--- config.mk ---
export PLATFORM = sky130hd
export DESIGN_NAME = reg_transfer_unit
export DESIGN_NICKNAME = d
export VERILOG_FILES = /design/src/rtl/reg_transfer_unit.sv
export SDC_FILE = /design/constraint.sdc
export NUM_CORES = 1
export LEC_CHECK = 0
export ABC_CLOCK_PERIOD_IN_PS = 9480
export CORE_MARGIN = 5
export CORE_UTILIZATION = 39
export CTS_BUF_LIST = sky130_fd_sc_hd__clkbuf_4
export CTS_CLUSTER_DIAMETER = 100
export DETAILED_ROUTE_END_ITERATION = 12
export SETUP_SLACK_MARGIN = 0.4
export SYNTH_ARGS = -nofsm -noshare
export SYNTH_HDL_FRONTEND = slang
export SYNTH_SLANG_ARGS = --single-unit
--- constraint.sdc ---
create_clock -name clk -period 9.48 [get_ports clk]
set_clock_uncertainty 0.1 [all_clocks]
set_input_delay 2.844 -clock clk [delete_from_list [all_inputs] [get_ports clk]]
set_output_delay 2.844 -clock clk [all_outputs]
set_load 0.01 [all_outputs]
--- src/rtl/reg_transfer_unit.sv ---
// Source register bank with one-hot transfer into an accumulator plus a scan FSM.
// Ports: clk/rst_n, wr_en/wr_addr/wr_data, sel/op/start/clr_err, dout/carry/valid/busy/done/err.
module reg_transfer_unit #(
  parameter int WIDTH = 8,
  parameter int NREGS = 4,
  parameter int AW    = $clog2(NREGS)
) (
  input  logic             clk,
  input  logic             rst_n,
  input  logic             wr_en,
  input  logic [AW-1:0]    wr_addr,
  input  logic [WIDTH-1:0] wr_data,
  input  logic [NREGS-1:0] sel,
  input  logic [1:0]       op,
  input  logic             start,
  input  logic             clr_err,
  output logic [WIDTH-1:0] dout,
  output logic             carry,
  output logic             valid,
  output logic             busy,
  output logic             done,
  output logic             err
);

  typedef enum logic [1:0] {
    IDLE,
    SCAN,
    FIN
  } state_t;

  localparam logic [1:0] OP_MOVE = 2'b00;
  localparam logic [1:0] OP_ADD  = 2'b01;
  localparam logic [1:0] OP_AND  = 2'b10;

  state_t           state, state_n;
  logic [WIDTH-1:0] src [NREGS];
  logic [AW-1:0]    idx, idx_n;
  logic [1:0]       opc, opc_n;
  logic [WIDTH-1:0] dout_n;
  logic             carry_n, valid_n, err_n;
  logic [AW-1:0]    sidx;
  logic             multi;
  logic [WIDTH:0]   res;

  // {carry_out, result}; carry_out is zero for non-ADD ops.
  function automatic logic [WIDTH:0] alu(
    input logic [1:0]       o,
    input logic [WIDTH-1:0] a,
    input logic [WIDTH-1:0] b
  );
    logic [WIDTH:0] r;
    unique case (o)
      OP_MOVE: r = {1'b0, b};
      OP_ADD:  r = {1'b0, a} + {1'b0, b};
      OP_AND:  r = {1'b0, a & b};
      default: r = {1'b0, a ^ b};
    endcase
    return r;
  endfunction

  always_comb begin
    sidx = '0;
    for (int i = 0; i < NREGS; i++) begin
      if (sel[i]) sidx = AW'(i);
    end
  end

  assign multi = |(sel & (sel - 1'b1));
  assign busy  = (state != IDLE);
  assign done  = (state == FIN);

  always_comb begin
    state_n = state;
    idx_n   = idx;
    opc_n   = opc;
    dout_n  = dout;
    carry_n = carry;
    valid_n = 1'b0;
    err_n   = clr_err ? 1'b0 : err;
    res     = '0;
    unique case (state)
      IDLE: begin
        if (start) begin
          state_n = SCAN;
          idx_n   = '0;
          opc_n   = op;
          dout_n  = (op == OP_AND) ? '1 : '0;
          carry_n = 1'b0;
        end else if (multi) begin
          err_n = 1'b1;
        end else if (|sel) begin
          res     = alu(op, dout, src[sidx]);
          dout_n  = res[WIDTH-1:0];
          carry_n = res[WIDTH];
          valid_n = 1'b1;
        end
      end
      SCAN: begin
        res    = alu(opc, dout, src[idx]);
        dout_n = res[WIDTH-1:0];
        if (opc == OP_ADD) carry_n = carry | res[WIDTH];
        idx_n = idx + AW'(1);
        if (idx == AW'(NREGS - 1)) state_n = FIN;
      end
      default: state_n = IDLE;
    endcase
  end

  always_ff @(posedge clk) begin
    if (!rst_n) begin
      state <= IDLE;
      idx   <= '0;
      opc   <= '0;
      dout  <= '0;
      carry <= 1'b0;
      valid <= 1'b0;
      err   <= 1'b0;
      for (int i = 0; i < NREGS; i++) src[i] <= '0;
    end else begin
      state <= state_n;
      idx   <= idx_n;
      opc   <= opc_n;
      dout  <= dout_n;
      carry <= carry_n;
      valid <= valid_n;
      err   <= err_n;
      if (wr_en && (int'(wr_addr) < NREGS)) src[wr_addr] <= wr_data;
    end
  end

endmodule

==> results of run 1 <==
-- critical path, stage by stage --
cell and delay (ps):
clkdlybuf4s50_1 750, or2_2 470, o221ai_1 360, inv_1 120, ha_1 340, a21oi_1 200, o21ai_0 150, nand3_1 100
or4b_2 580, a31oi_1 170
-- state kept, by name (all words and copies together), names as in the netlist, named ones only --
name and count:
state 2, opc 2, err 1, valid 1, src 32, carry 1
idx 2, dout 8
-- stage by stage --
step | total power [W] | std cells | utilization [%]
final | 0.000598 | 566 | 44.7
after global routing | 0.000631 | 566 | 44.7
after CTS | 0.000600 | 566 | 44.7
after detailed placement | 0.000488 | 558 | 44.1
after global placement | 0.000485 | 558 | 44.1
after floorplan | 0.000425 | 418 | -
-- logic make-up after synthesis --
kind of cell | synth area share (%)
adder cells (fa/ha/maj) | 7.44
AND/OR/NAND/NOR | 22.6
AO/OA/AOI/OAI | 19.8
multiplexers | 11.2
flip-flops | 34.1
buffers and inverters | 4.26
XOR/XNOR | 0.667
-- synthesized netlist by cell type, drive strengths merged, types with 7 or more instances --
cell | n | area (sq um)
nand2b | 15 | 93.8
nand3 | 9 | 45.0
ha | 21 | 263
mux2i | 15 | 150
and2 | 25 | 156
nor3b | 7 | 52.6
nand2 | 28 | 108
mux4 | 8 | 180
clkbuf | 16 | 60.1
a21oi | 20 | 100
edfxtp | 32 | 961
mux2 | 10 | 113
nor2b | 9 | 56.3
o21ai | 25 | 125
a211oi | 7 | 57.6
buf | 12 | 62.6
a31oi | 9 | 56.3
nor2 | 17 | 66.3
o211ai | 7 | 52.6
nor3 | 17 | 85.1
dfxtp | 19 | 380
inv | 12 | 45.0
and3 | 11 | 68.8
-- cell type report --
type	instances	area (sq um)
fillers	981	5430
multi-input cells	327	2430
flip-flops and latches	51	1340
repair buffers	35	345
well taps	133	166
clock buffers	6	45.0
inverters	12	45.0
clock inverters	2	17.5
-- report_power, final --
group / internal, W / switching (W)
Sequential: 0.000254 / 0.0000215
Combinational: 0.0000979 / 0.000113
Clock: 0.0000331 / 0.0000790
-- final timing paths --
path         slack (ps)                    to            from  depth (start not counted)
max                3650  dout[7]$_SDFFE_PN0P_          sel[3]                         10
min                 390        err$_SDFF_PN0_  err$_SDFF_PN0_                          2
min reg2reg         390        err$_SDFF_PN0_  err$_SDFF_PN0_                          2
max reg2reg        6240    carry$_SDFFE_PN0P_       flip-flop                          8
-- layer usage --
metal  global-route usage (%)  up-vias
li1                         -     1608
met1                     21.1     1506
met2                     28.4       87
met3                     2.95       25
met4                     6.98        0
met5                        0        -
==> metrics.log, run 1 <==
INFO  metric grtUsageTotal = 16.8%
INFO  metric gpl_wtd_cong = 0.885
INFO  metric start_util = 40.1%
INFO  metric fp-row-count = 36
INFO  metric measured_slew_at_the_worst_slew_check_pin = 1100 ps
INFO  metric drt_wl_total = 10.2 mm
INFO  metric portBuffers = 33
INFO  metric mostFrequentLayoutCell = clkdlybuf4s50_1
INFO  metric critPathRequiredTime = 9730 ps
INFO  metric drc = 0
INFO  metric fin_hold_ws = 392 ps
INFO  metric maxSlewHeadroom = 26.0%
INFO  metric cts_hold_repair.buffers = 0
INFO  metric status = finished clean
INFO  metric postCtsResizedCells = 0
INFO  metric finalWorstPathRequiredPeriod = 5830 ps
INFO  metric synth-seq-area-share = 34.1%
INFO  metric maxCapViolations = 0
INFO  metric grt_overflow_total = 0
INFO  metric yosysWarningCount = 0
INFO  metric dpl_cell_area = 0.00433 sq mm
INFO  metric critical_path.endpoint_type = flip-flop
INFO  metric routedLengthMet1 = 4.57 mm
INFO  metric cts.clk_slew.worst_paths = 180 ps
INFO  metric clk_latency = 400 ps
INFO  metric detail_route.wl_per_cell = 18.0 um
INFO  metric vias_per_cell = 5.70
INFO  metric top_layer_used_by_detailed_routing = met4
INFO  metric worst_setup_path_start_kind = input port
INFO  metric cts_tree = built
INFO  metric pre_cts_ws = 3230 ps
INFO  metric syn_area = 0.00394 sq mm
INFO  metric share_of_cells_above_drive_strength_1 = 9.93%
INFO  metric num_antenna_cells = 0
INFO  metric ys_seq_elements = 51
INFO  metric clkSinkCount = 51
INFO  metric via_count_of_the_first_global_routing_pass = 3140
INFO  metric met3_routed_length = 462 um
INFO  metric synth_enable_flop_cells = 32
INFO  metric layout_worst_path_cycle_share = 61.5%
INFO  metric antenna_left = 0
INFO  metric synth_nets = 461
INFO  metric htree_num_levels = 2
INFO  metric critPathArrivalTime = 6090 ps
INFO  metric cell_at_the_root_of_the_clock_tree = clkbuf_4
INFO  metric number_of_buffers_added_by_the_clock_tree_synthesis_step = 5
INFO  metric timing_max_transition_violations_final = 0
INFO  metric postCtsSetupBuffers = 0
INFO  metric timing.setup.critical_path_class = in -> reg
INFO  metric dr_wl_met2 = 4.90 mm
INFO  metric nets = 475
INFO  metric setup_viol = 0
INFO  metric synthCells = 418
INFO  metric cts-root-to-sink-buffers = 2
INFO  metric netlist-cell-type-count = 67
INFO  metric die_x = 110 um
INFO  metric setup_slack = 3650 ps
INFO  metric synthArstFlopShare = 0%
INFO  metric route.vias.total = 3226
INFO  metric grt_setup_unrepaired = no
INFO  metric grt_first_pass_wirelength = 16.6 mm
INFO  metric layout.cells.most_common_list = 33 x clkdlybuf4s50_1, 32 x edfxtp_1, 27 x nand2_1, 25 x and2_1, 21 x ha_1
INFO  metric syn_avg_cell_area = 9.42 sq um
INFO  metric stdcell_area = 0.00439 sq mm
INFO  metric drt_pass1_iterations = 4
INFO  metric synth_ff_type = edfxtp_1
INFO  metric power-per-cell-area = 136 mW/mm^2
INFO  metric layout-area-overhead-vs-synth = 11.5%
INFO  metric maximum_number_of_pins_on_one_net_before_global_route_repair = 31
INFO  metric grt_antenna_before_repair = 0
INFO  metric detail_route.iter0.violations = 155
INFO  metric finalHoldViolCount = 0
INFO  metric max_freq = 0.171 GHz
INFO  metric design.core.area = 0.00982 sq mm
INFO  metric die_area = 0.0122 sq mm
INFO  metric pin_count = 34
INFO  metric timing.setup.tns = 0 ps
INFO  metric irDropWorstVdd = 0.0692 mV
INFO  metric hold_class = reg -> reg
INFO  metric place_hpwl = 7.82 mm
INFO  metric total_leakage_power = 1.63 nW
INFO  metric die-height = 110 um
INFO  metric crit_path_max_fanout = 21
Power figures use the tool's default switching activity.
==> inputs of run 2 (changes only) <==
--- a/config.mk
+++ b/config.mk
@@ -5,7 +5,7 @@
 export SDC_FILE = /design/constraint.sdc
 export NUM_CORES = 1
 export LEC_CHECK = 0
-export ABC_CLOCK_PERIOD_IN_PS = 9480
+export ABC_CLOCK_PERIOD_IN_PS = 4800
 export CORE_MARGIN = 5
 export CORE_UTILIZATION = 39
 export CTS_BUF_LIST = sky130_fd_sc_hd__clkbuf_4
==> constraint.sdc (replaced) <==
create_clock -name clk -period 4.8 [get_ports clk]
set_clock_uncertainty 0.1 [all_clocks]
set_input_delay 1.44 -clock clk [delete_from_list [all_inputs] [get_ports clk]]
set_output_delay 1.44 -clock clk [all_outputs]
set_load 0.01 [all_outputs]
==> metrics.log, run 2 (synthesis gave the netlist of run 1 again) <==
INFO  metric status = finished clean
INFO  metric start_util = 40.1% (unchanged)
INFO  metric detail_route.iter0.violations = 128 (-17%)
INFO  metric hold-path-cell-count = 2 (unchanged)
INFO  metric mostFrequentLayoutCell = clkdlybuf4s50_1
INFO  metric fp-row-count = 36 (unchanged)
INFO  metric nets = 496 (+4.4%)
INFO  metric maximum_number_of_pins_on_one_net_before_global_route_repair = 31 (unchanged)
INFO  metric largest_registers = src: 32 flops, dout: 8 flops
INFO  metric portBuffers = 33 (unchanged)
INFO  metric critPathArrivalTime = 4420 ps (-1670 ps)
INFO  metric cts_hold_repair.buffers = 0 (unchanged)
INFO  metric largest_register_ff_count = 32 (unchanged)
INFO  metric maxCapViolations = 0 (unchanged)
INFO  metric cts.clk_slew.worst_paths = 150 ps (-30 ps)
INFO  metric detail_route.wl_per_cell = 18.1 um (+0.66%)
INFO  metric clkSinkCount = 51 (unchanged)
INFO  metric layout_worst_path_cycle_share = 87.8%
INFO  metric gpl_wtd_cong = 0.868 (-2.0%)
INFO  metric max_freq = 0.237 GHz
INFO  metric crit_path_max_fanout = 6 (-71%)
INFO  metric measured_slew_at_the_worst_slew_check_pin = 948 ps (-151 ps)
INFO  metric die_area = 0.0122 sq mm (unchanged)
INFO  metric cts_tree = built
INFO  metric setup_slack = 586 ps (-3060 ps)
INFO  metric cts-root-to-sink-buffers = 2 (unchanged)
INFO  metric setup_viol = 0 (unchanged)
INFO  metric critical-path-max-stage-delay = 660 ps (-90 ps)
INFO  metric postCtsSetupBuffers = 0 (unchanged)
INFO  metric die-height = 110 um (unchanged)
INFO  metric antenna_left = 0 (unchanged)
INFO  metric grt_antenna_before_repair = 1 (+1)
INFO  metric critical_path.endpoint_type = flip-flop
INFO  metric power-per-cell-area = 261 mW/mm^2 (+92%)
INFO  metric grt_overflow_total = 0 (unchanged)
INFO  metric grtUsageTotal = 17.6% (+0.83 points)
INFO  metric place_hpwl = 8.30 mm (+6.0%)
INFO  metric timing_max_transition_violations_final = 0 (unchanged)
INFO  metric route.vias.total = 3302 (+2.4%)
INFO  metric finalHoldViolCount = 0 (unchanged)
INFO  metric share_of_cells_above_drive_strength_1 = 14.1% (+4.2 points)
INFO  metric timing.critical_path.slowest_stage_cell = clkdlybuf4s50_1
INFO  metric worst_setup_path_start_kind = input port
INFO  metric timing.setup.critical_path_class = in -> reg
INFO  metric finalWorstPathRequiredPeriod = 4210 ps
INFO  metric layout.cells.most_common_list = 33 x clkdlybuf4s50_1, 32 x edfxtp_1, 27 x nand2_1, 25 x and2_1, 23 x buf_4
INFO  metric postCtsResizedCells = 0 (unchanged)
INFO  metric die_x = 110 um (unchanged)
INFO  metric htree_num_levels = 2 (unchanged)
INFO  metric vias_per_cell = 5.62 (-1.5%)
INFO  metric drc = 0 (unchanged)
INFO  metric clk_latency = 380 ps (-20 ps)
INFO  metric layout-area-overhead-vs-synth = 15.4%
INFO  metric hold_class = reg -> reg
INFO  metric design.core.area = 0.00982 sq mm (unchanged)
INFO  metric critPathRequiredTime = 5000 ps (-4730 ps)
INFO  metric number_of_buffers_added_by_the_clock_tree_synthesis_step = 5 (unchanged)
INFO  metric worst_r2r_path_depth = 8 (unchanged)
INFO  metric maxSlewHeadroom = 36.7% (+11 points)
INFO  metric cell_at_the_root_of_the_clock_tree = clkbuf_4
INFO  metric irDropWorstVdd = 0.148 mV (+110%)
INFO  metric critical_path.cell_chain = clkdlybuf4s50_1 -> mux2_2 -> o221ai_1 -> inv_1 -> ha_1 -> a21oi_1 -> o21ai_0 -> nand3_1 -> or4b_2 -> a31oi_1
INFO  metric max_flop_register = src
INFO  metric timing.setup.tns = 0 ps (unchanged)
INFO  metric pre_cts_ws = 215 ps (-3020 ps)
INFO  metric via_count_of_the_first_global_routing_pass = 3380 (+7.6%)
INFO  metric pin_count = 34 (unchanged)
INFO  metric drt_pass1_iterations = 4 (unchanged)
INFO  metric drt_wl_total = 10.7 mm (+4.6%)
INFO  metric grt_first_pass_wirelength = 17.7 mm (+6.5%)
INFO  metric grt_setup_unrepaired = no
INFO  metric total_leakage_power = 1.73 nW (+5.8%)
run 2: cell types whose count changed in the layout (fill, tap and decap cells not counted), sizes merged:
cell and change:
buf +21, clkinv -2, clkinvlp +2, diode +1
run 2: critical path: cells and delay by family:
kind / cells / cell delay, ps
buf+inv: 2 / 770
fa+ha+maj: 1 / 340
mux: 1 / 380
simple gates: 2 / 690
compound gates: 4 / 800
run 2: path summary, 6_finish.rpt:
| path | from | endpoint | slack, ps |
|---|---|---|---|
| hold reg to reg | err$_SDFF_PN0_ | err$_SDFF_PN0_ | 390 |
| hold / removal | err$_SDFF_PN0_ | err$_SDFF_PN0_ | 390 |
| setup reg to reg | flip-flop | carry$_SDFFE_PN0P_ | 1470 |
| setup / recovery | sel[1] | dout[7]$_SDFFE_PN0P_ | 590 |
run 2: cell type report:
| type | count | area [sq um] |
|---|---|---|
| Antenna cell | 1 | 2.50 |
| Clock buffer | 6 | 45.0 |
| Clock inverter | 2 | 12.5 |
| Fill cell | 1014 | 5280 |
| Inverter | 12 | 45.0 |
| Multi-Input combinational cell | 327 | 2430 |
| Sequential cell | 51 | 1340 |
| Tap cell | 133 | 166 |
| Timing Repair Buffer | 56 | 503 |
run 2: report_power, final:
| group | internal (W) | total (W) | switching, W |
|---|---|---|---|
| sequential | 0.000501 | 0.000544 | 0.0000433 |
| clock | 0.0000621 | 0.000207 | 0.000145 |
| combinational | 0.000210 | 0.000437 | 0.000226 |
run 2: metal layers:
| layer | GRT usage [%] | up-vias | wire, um |
|---|---|---|---|
| li1 | - | 1649 | - |
| met1 | 21.9 | 1561 | 4690 |
| met2 | 31.4 | 78 | 5250 |
| met3 | 2.41 | 14 | 530 |
| met4 | 5.58 | 0 | 199 |
| met5 | 0 | - | 0 |
run 2: per-stage QoR:
step                      total power (W)  util (%)  cells  hold WS, ps  area, sq um
after floorplan                  0.000840         -    418          381         3940
after global placement           0.000983      45.7    579          373         4480
after detailed placement         0.000987      45.7    579          382         4480
after CTS                         0.00119      46.3    587          402         4540
after global routing              0.00126      46.3    588          439         4540
final                             0.00119      46.3    588          390         4540
